==> config.mk <==
export PLATFORM = sky130hd
export DESIGN_NAME = syn_down_counter
export DESIGN_NICKNAME = d
export VERILOG_FILES = /design/src/rtl/syn_counter_pkg.sv /design/src/rtl/syn_tick_div.sv /design/src/rtl/syn_down_counter.sv
export SDC_FILE = /design/constraint.sdc
export NUM_CORES = 1
export LEC_CHECK = 0
export CORE_AREA = 2 2 39 41
export DETAILED_ROUTE_END_ITERATION = 12
export DIE_AREA = 0 0 41 43
export GPL_TIMING_DRIVEN = 0
export PLACE_DENSITY = 0.78
export SLEW_MARGIN = 20
export SYNTH_ARGS = -nofsm -noshare
export SYNTH_HDL_FRONTEND = slang
export SYNTH_HIERARCHICAL = 1
export SYNTH_SLANG_ARGS = --single-unit
==> constraint.sdc <==
create_clock -name clk -period 2.3 [get_ports clk]
set_clock_uncertainty 0.1 [all_clocks]
set_input_delay 0.345 -clock clk [delete_from_list [all_inputs] [get_ports clk]]
set_output_delay 0.345 -clock clk [all_outputs]
set_load 0.01 [all_outputs]
==> src/rtl/syn_counter_pkg.sv <==
`default_nettype none
// +----------------------------------------------------------------------------+
// | syn_counter_pkg: state type and default constants for the sync counters.   |
// | Revision: 1.0                                                              |
// +----------------------------------------------------------------------------+
package syn_counter_pkg;

    typedef enum logic [1:0] {
        IDLE = 2'd0,
        RUN  = 2'd1,
        DONE = 2'd2
    } cnt_state_t;

    localparam int unsigned c_DEFAULT_WIDTH = 3;
    localparam int unsigned c_DEFAULT_DIV   = 1;

endpackage
`default_nettype wire

==> src/rtl/syn_tick_div.sv <==
`default_nettype none
// +----------------------------------------------------------------------------+
// | syn_tick_div: clock-enable prescaler, one tick per DIV enabled cycles.     |
// | Revision: 1.0                                                              |
// +----------------------------------------------------------------------------+
module syn_tick_div
    import syn_counter_pkg::*;
#(
    parameter int unsigned DIV = c_DEFAULT_DIV
) (
    input  logic clk,
    input  logic rst_n,
    input  logic clr_i,
    input  logic en_i,
    output logic tick_o
);

    generate
        if (DIV <= 1) begin : g_div_bypass
            logic w_unused;
            assign w_unused = ^{clk, rst_n, clr_i};
            assign tick_o   = en_i;
        end else begin : g_div_count
            localparam int unsigned CW = $clog2(DIV);

            logic [CW-1:0] r_cnt_q;
            logic          w_wrap;

            assign w_wrap = (r_cnt_q == CW'(DIV - 1));
            assign tick_o = en_i && w_wrap;

            always_ff @(posedge clk or negedge rst_n) begin
                if (!rst_n) begin
                    r_cnt_q <= '0;
                end else if (clr_i) begin
                    r_cnt_q <= '0;
                end else if (en_i) begin
                    r_cnt_q <= w_wrap ? '0 : r_cnt_q + CW'(1);
                end
            end
        end
    endgenerate

endmodule
`default_nettype wire

==> src/rtl/syn_down_counter.sv <==
`default_nettype none
// +----------------------------------------------------------------------------+
// | syn_down_counter: loadable down counter, auto-reload, prescaler, tc pulse. |
// | Revision: 1.0                                                              |
// +----------------------------------------------------------------------------+
module syn_down_counter
    import syn_counter_pkg::*;
#(
    parameter int unsigned WIDTH = c_DEFAULT_WIDTH,
    parameter int unsigned DIV   = c_DEFAULT_DIV
) (
    input  logic             clk,
    input  logic             rst_n,
    input  logic             load,
    input  logic [WIDTH-1:0] load_val,
    input  logic             auto_reload,
    input  logic             en,
    output logic [WIDTH-1:0] q,
    output logic             tc,
    output logic             busy,
    output logic             done
);

    cnt_state_t       r_state_q;
    logic [WIDTH-1:0] r_cnt_q;
    logic [WIDTH-1:0] r_reload_q;
    logic             r_tc_q;

    logic w_tick;
    logic w_div_en;
    logic w_div_clr;

    // A load restarts the prescale phase, so the load cycle never counts as enabled.
    assign w_div_en  = en && (r_state_q == RUN) && !load;
    assign w_div_clr = load || (r_state_q != RUN);

    syn_tick_div #(
        .DIV (DIV)
    ) u_tick_div (
        .clk    (clk),
        .rst_n  (rst_n),
        .clr_i  (w_div_clr),
        .en_i   (w_div_en),
        .tick_o (w_tick)
    );

    always_ff @(posedge clk or negedge rst_n) begin
        if (!rst_n) begin
            r_state_q  <= IDLE;
            r_cnt_q    <= '0;
            r_reload_q <= '0;
            r_tc_q     <= 1'b0;
        end else begin
            r_tc_q <= 1'b0;
            if (load) begin
                r_cnt_q    <= load_val;
                r_reload_q <= load_val;
                r_state_q  <= (load_val != '0) ? RUN : DONE;
            end else if ((r_state_q == RUN) && w_tick) begin
                if (r_cnt_q > WIDTH'(1)) begin
                    r_cnt_q <= r_cnt_q - WIDTH'(1);
                end else if (r_cnt_q == WIDTH'(1)) begin
                    r_cnt_q <= '0;
                    r_tc_q  <= 1'b1;
                    if (!auto_reload) begin
                        r_state_q <= DONE;
                    end
                end else if (auto_reload) begin
                    r_cnt_q <= r_reload_q;
                end else begin
                    // Periodic mode was switched off while parked at zero.
                    r_state_q <= DONE;
                end
            end
        end
    end

    assign q    = r_cnt_q;
    assign tc   = r_tc_q;
    assign busy = (r_state_q == RUN);
    assign done = (r_state_q == DONE);

endmodule
`default_nettype wire

# == Word level (Yosys, flattened, before mapping) ==
# Index checks and enable logic that the tools add are counted.
# op_classes
add_sub_neg,1
mul,0
div_mod_pow,0
magnitude_cmp,1
eq_ne,5
shift,0
muxes,14
bitwise,0
n_reduce_logical,9
# ops
operator,n
2-to-1 mux 3 bit,5
2-to-1 mux 2 bit,5
2-to-1 mux 1 bit,4
!= test 2 bit (second input constant),2
nonzero test 4 bit,1
== test 3 x 1 -> 1 bit (second input constant),1
greater-than comparator 3 x 1 -> 1 bit (second input constant),1
logical AND 1 bit,3
AND reduction 3 bit,1
nonzero test 3 bit,1
subtractor 3 x 1 -> 3 bit (second input constant),1
== test 2 x 1 -> 1 bit (second input constant),1
== test 2 bit (second input constant),1
AND reduction 2 bit,1
nonzero test 2 bit,1
logical NOT 1 bit,1
# totals
reg_bits,9
latchBits,0
ramBits,0
rom_bits,0
input_bits,8
out_inout_bits,6
word_cells,34
mem_count,0

# == Depth between registers and ports, before layout ==
# depth
depth_word,6
mapped_depth,8
mapped_depth_nobuf,7

# == Hierarchy ==
# The synthesis kept the hierarchy.
# by_module_without_submodules
mod,n_inst,cells_per_inst,area_each_um2,seq_area_each_um2
syn_down_counter,1,58,535.5,225.2
syn_tick_div,1,1,7.5,0.0

# == Worst setup path after synthesis ==
# No wires, ideal clock.
# synth_timing
kind,register to register
from,"reg r_cnt_q[1], in the netlist q[1]"
to,"reg r_cnt_q[0], in the netlist q[0]"
setup_ns,0.125
arrival_time_ns,1.727
t_required_ns,2.075
path_slack_ns,0.348
path_stages_with_launch,7
n_path_buf,0
synth_period_minus_slack_ns,1.952
cell_sequence,dfrtp_1 -> inv_1 -> ha_1 -> or4_4 -> o21bai_4 -> o31ai_1 -> mux2_2
# synth_between
elab_chain_cells,5
elab_cells_between_ends,8
cone_classes,1 x order compare; 1 x eq/ne; 4 x mux; 2 x reduce/logical
# synth_lines
element,line,source
start: declaration,syn_down_counter.sv:25,logic [WIDTH-1:0] r_cnt_q;
start signal: assignment,syn_down_counter.sv:56,r_cnt_q <= load_val;
start signal: assignment,syn_down_counter.sv:61,r_cnt_q <= r_cnt_q - WIDTH'(1);
start signal: assignment,syn_down_counter.sv:69,r_cnt_q <= r_reload_q;
"parallel branches: the longest is 5 deep, another holds greater-than comparator 3 x 1 -> 1 bit",-,
# Parallel ways; which one is timed is not known. The select of a mux whose other input is x is not followed.
# A chain may end at the register's enable or synchronous reset.

# == Worst setup path after layout ==
# layout_timing
from,"reg r_cnt_q[0], in the netlist q[0]"
to,"reg r_cnt_q[0], in the netlist q[0]"
# layout_between
elab_chain_cells,5
elab_cells_between_ends,9
cone_classes,1 x add/sub; 1 x order compare; 1 x eq/ne; 4 x mux; 2 x reduce/logical
# layout_lines
element
"parallel branches: the longest is 5 deep, another holds subtractor 3 x 1 -> 3 bit"
# Parallel ways; which one is timed is not known. The select of a mux whose other input is x is not followed.

==> results <==
- The achievable frequency is 0.490 GHz.
- Routability-driven placement finished with a final weighted congestion of 0.723.
- The signal on the critical path passes through ha_1 > or4_4 > o21bai_4 > o31ai_1 > mux2_2.
- The initialized floorplan defines 14 standard-cell rows.
- The maximum fanout along the worst path is 8.
- After clock tree synthesis, the repair step resized 0 gates.
- The worst flop-to-flop path startpoint is q[0]$_DFFE_PN0P_.
- The number of top-level pins is 14.
- After layout, the worst path uses 88.7% of the clock period.
- Setup repair after global routing left no endpoint under its margin.
- The synthesized design contains 9 register bits.
- The tree is rooted in a sky130_fd_sc_hd__clkbuf_4.
- The number of buffers and inverters on the critical path is 0.
- The distinct cell type count after synthesis is 26.
- The synthesized instance count is 59.
- In this design, the stage delay of the slowest critical-path cell is 0.56 ns.
- Clock-pin slew was measured on the worst setup and hold paths at 0.06 ns.
- Once the floorplan was initialized, standard cells occupied 39.2% of the core.
- The post-detailed-route count of antenna-violating nets is 0.
- Among all flip-flop cells after synthesis, the most frequent one is sky130_fd_sc_hd__dfrtp_1.
- The count of clock tree sinks is 9.
- The run finished with clean final reports.
- For this design, the CTS-stage hold fixing added 0 buffers.
- The share of final-layout standard cells stronger than drive strength 1 is 14.5%.
- The post-layout minimum cycle time is 2.04 ns.
- The width of the chip is 41 um.
- The post-layout net count is 87.
- The yosys synthesis warning count is 6.
- 0 antenna diodes ended up in the layout.
- IR analysis of the VDD net gives a maximum drop of 0.000257 V.
- By startpoint and endpoint, the worst setup path is classified as reg -> reg.
- Counting every net in the synthesized netlist gives 69.
- In the final layout, the multi-input gates occupy 277 um2.
- The longest clock path from root to sink contains 2 buffers.
- After synthesis, the largest area contributor takes up 41.5% of total cell area.
- The final HPWL from detailed placement is 848 um.
- Counting the buffers created by CTS gives 3.
- After detailed routing, the number of remaining DRC violations is 0.
- The clock tree from TritonCTS is built.
- The first TritonRoute pass finished after 3 iterations.
- The worst-skew pair later-pin latency is 0.26 ns.
- After global routing the overflow that remains totals 0.
- The final hold violation count is 0.
- STA classifies the critical path endpoint as a register.
- In this run the worst hold path is classified as in -> async.
- The number of H-tree levels is 1.
- The number of max-slew violations in the final report was 0.
- The data arrival time of the critical path is 2.09 ns.
- The die covers 0.00176 mm2.
- The DRC marker count from the first detailed-route iteration is 3.
- The synthesized area per cell is 9.20 um2.
- The cell type with the largest total area after synthesis is sky130_fd_sc_hd__dfrtp_1.
- The total detailed-routing wirelength is 1.06 mm.
- The number of antenna violations at the first check in global routing is 0.
- The reported leakage power is 0.000313 uW.
- During placement, the flow inserted port buffers numbering 13.
- The share of synthesized flip-flops with an asynchronous set or reset is 100%.
- In the post-synthesis netlist, the biggest area contributors are sky130_fd_sc_hd__dfrtp_1, sky130_fd_sc_hd__inv_1, sky130_fd_sc_hd__ha_1.
- The vias per cell is 4.90.
- The final-report setup violation count is 0.
- The core box area is 0.00138 mm2.
- The hold slack is 0.284 ns.
- The count of vias placed by the detailed router is 451.
- The synthesis-to-layout area growth is 32.5%.
- After filler insertion, the fill cell instance count of the layout stands at 138.
- The number of buffers inserted to repair setup after CTS is 0.
- The normalized max-slew margin is 71.8%.
- The setup slack on the worst flop-to-flop path is 0.26 ns.
- The worst setup path is launched from a register.
- The max capacitance violation total is 0.
- After detailed routing, the average wire length per cell comes to 11.5 um.
- The vertical extent of the die is 43 um.
- Broken down by cell family, the worst path's largest delay share belongs to simple AND/OR/NAND/NOR gates.
- Across every metal layer, demand over resource in global routing totals 15.5%.
- The area used by sequential logic in the layout is 225 um2.
- Sequential elements use 41.5% of the synthesized area.
- Yosys mapped a number of flops with a built-in enable equal to 0.
- The post-route setup TNS is 0 ns.
- Entering global routing, the biggest net connects 11 pins.
- For this design the ratio of total power to cell area is 573 mW/mm2.
- The first global-routing pass estimated 1.88 mm of wire.
- The slowest stage of the critical path belongs to the cell sky130_fd_sc_hd__or4_4.
- At the pin with the least slew margin, the transition time is 0.421 ns.
- The number of global-route vias before repair was 449.
- Summing every instance area after synthesis gives 543 um2.
- The endpoint required time on the critical path is 2.35 ns.
- The critical path starts at q[0]$_DFFE_PN0P_.
cell usage after synthesis (2+ instances only):
cell and number:
sky130_fd_sc_hd__nor2b_1 2, sky130_fd_sc_hd__dfrtp_1 9, sky130_fd_sc_hd__ha_1 2, sky130_fd_sc_hd__inv_1 8
sky130_fd_sc_hd__nor3_1 2, sky130_fd_sc_hd__mux2_2 2, sky130_fd_sc_hd__o21ba_2 2, sky130_fd_sc_hd__nand2_1 4
sky130_fd_sc_hd__a21oi_1 3, sky130_fd_sc_hd__o21ai_0 4, sky130_fd_sc_hd__nor2_1 6
power by group:
| part | internal, uW | switching (uW) |
|---|---|---|
| clock | 66.9 | 56.5 |
| combinational | 57.5 | 44.7 |
| sequential | 172 | 14.6 |
sequential cells by signal, indices dropped and copies added, names as in the netlist:
signal      count
r_state_q       2
tc              1
q               3
r_reload_q      3
cells in the final DEF (no fill, tap or decap):
cell	synthesis	layout
sky130_fd_sc_hd__o21bai_4	1	1
sky130_fd_sc_hd__nand2_1	4	4
sky130_fd_sc_hd__o31ai_1	1	1
sky130_fd_sc_hd__buf_4	1	1
sky130_fd_sc_hd__nand2b_1	1	1
sky130_fd_sc_hd__a221oi_1	1	1
sky130_fd_sc_hd__dfrtp_1	9	9
sky130_fd_sc_hd__nand3b_1	1	1
sky130_fd_sc_hd__ha_1	2	2
sky130_fd_sc_hd__clkbuf_1	1	2
sky130_fd_sc_hd__or4_1	1	1
sky130_fd_sc_hd__clkbuf_4	0	3
sky130_fd_sc_hd__o21ba_2	2	2
sky130_fd_sc_hd__or4_4	1	1
sky130_fd_sc_hd__clkdlybuf4s50_1	0	13
sky130_fd_sc_hd__inv_1	8	8
sky130_fd_sc_hd__a21o_1	1	1
sky130_fd_sc_hd__mux2_2	2	2
sky130_fd_sc_hd__mux2i_1	1	1
sky130_fd_sc_hd__or2_2	1	1
sky130_fd_sc_hd__nor2b_1	2	2
sky130_fd_sc_hd__nor2_1	6	6
sky130_fd_sc_hd__o21ai_0	4	4
sky130_fd_sc_hd__o31a_1	1	1
sky130_fd_sc_hd__a21oi_1	3	3
sky130_fd_sc_hd__o211ai_1	1	1
sky130_fd_sc_hd__nor4_1	1	1
sky130_fd_sc_hd__nor3_1	2	2
cells by family after synthesis:
family	share of synthesized area, %
AO/OA/AOI/OAI	21.0
adder cells (fa/ha/maj)	4.61
buffers and inverters	7.60
flip-flops	41.5
multiplexers	5.99
AND/OR/NAND/NOR	19.4
area by class of cell:
type                       count  share of cell area, %
tap                           16                   2.78
timing repair buffer          13                   18.1
inverter                       8                   4.17
sequential                     9                   31.3
multi-input combinational     40                   38.4
clock buffer                   4                   3.65
buffer                         2                   1.57
per-stage QoR:
step / utilization, % / setup WS [ns] / power (uW) / std cells / cell area [um2]
4_1_cts: 52.0 / 0.262 / 418 / 92 / 719
2_1_floorplan: - / 0.348 / 245 / 59 / 543
5_1_grt: 52.0 / 0.157 / 443 / 92 / 719
3_3_place_gp: 50.1 / 0.130 / 289 / 88 / 693
6_report: 52.0 / 0.260 / 412 / 92 / 719
3_5_place_dp: 50.1 / 0.123 / 292 / 88 / 693
worst paths after layout:
kind	endpoint	cells past startpoint
min in group clk	r_reload_q[2]$_DFFE_PN0P_	2
hold / removal	r_reload_q[2]$_DFFE_PN0P_	1
setup / recovery	q[0]$_DFFE_PN0P_	5
max in group asynchronous	r_state_q[0]$_DFFE_PN0P_	1
setup reg to reg	q[0]$_DFFE_PN0P_	5
hold reg to reg	r_reload_q[2]$_DFFE_PN0P_	2
routing by layer:
| layer | vias to the layer above | routed length (um) | GRT usage, % |
|---|---|---|---|
| met5 | - | 0 | 0 |
| met4 | 0 | 0 | 8.00 |
| met3 | 0 | 26 | 1.57 |
| met2 | 9 | 541 | 21.6 |
| met1 | 206 | 490 | 22.6 |
| li1 | 236 | - | - |
Power figures use the tool's default switching activity.
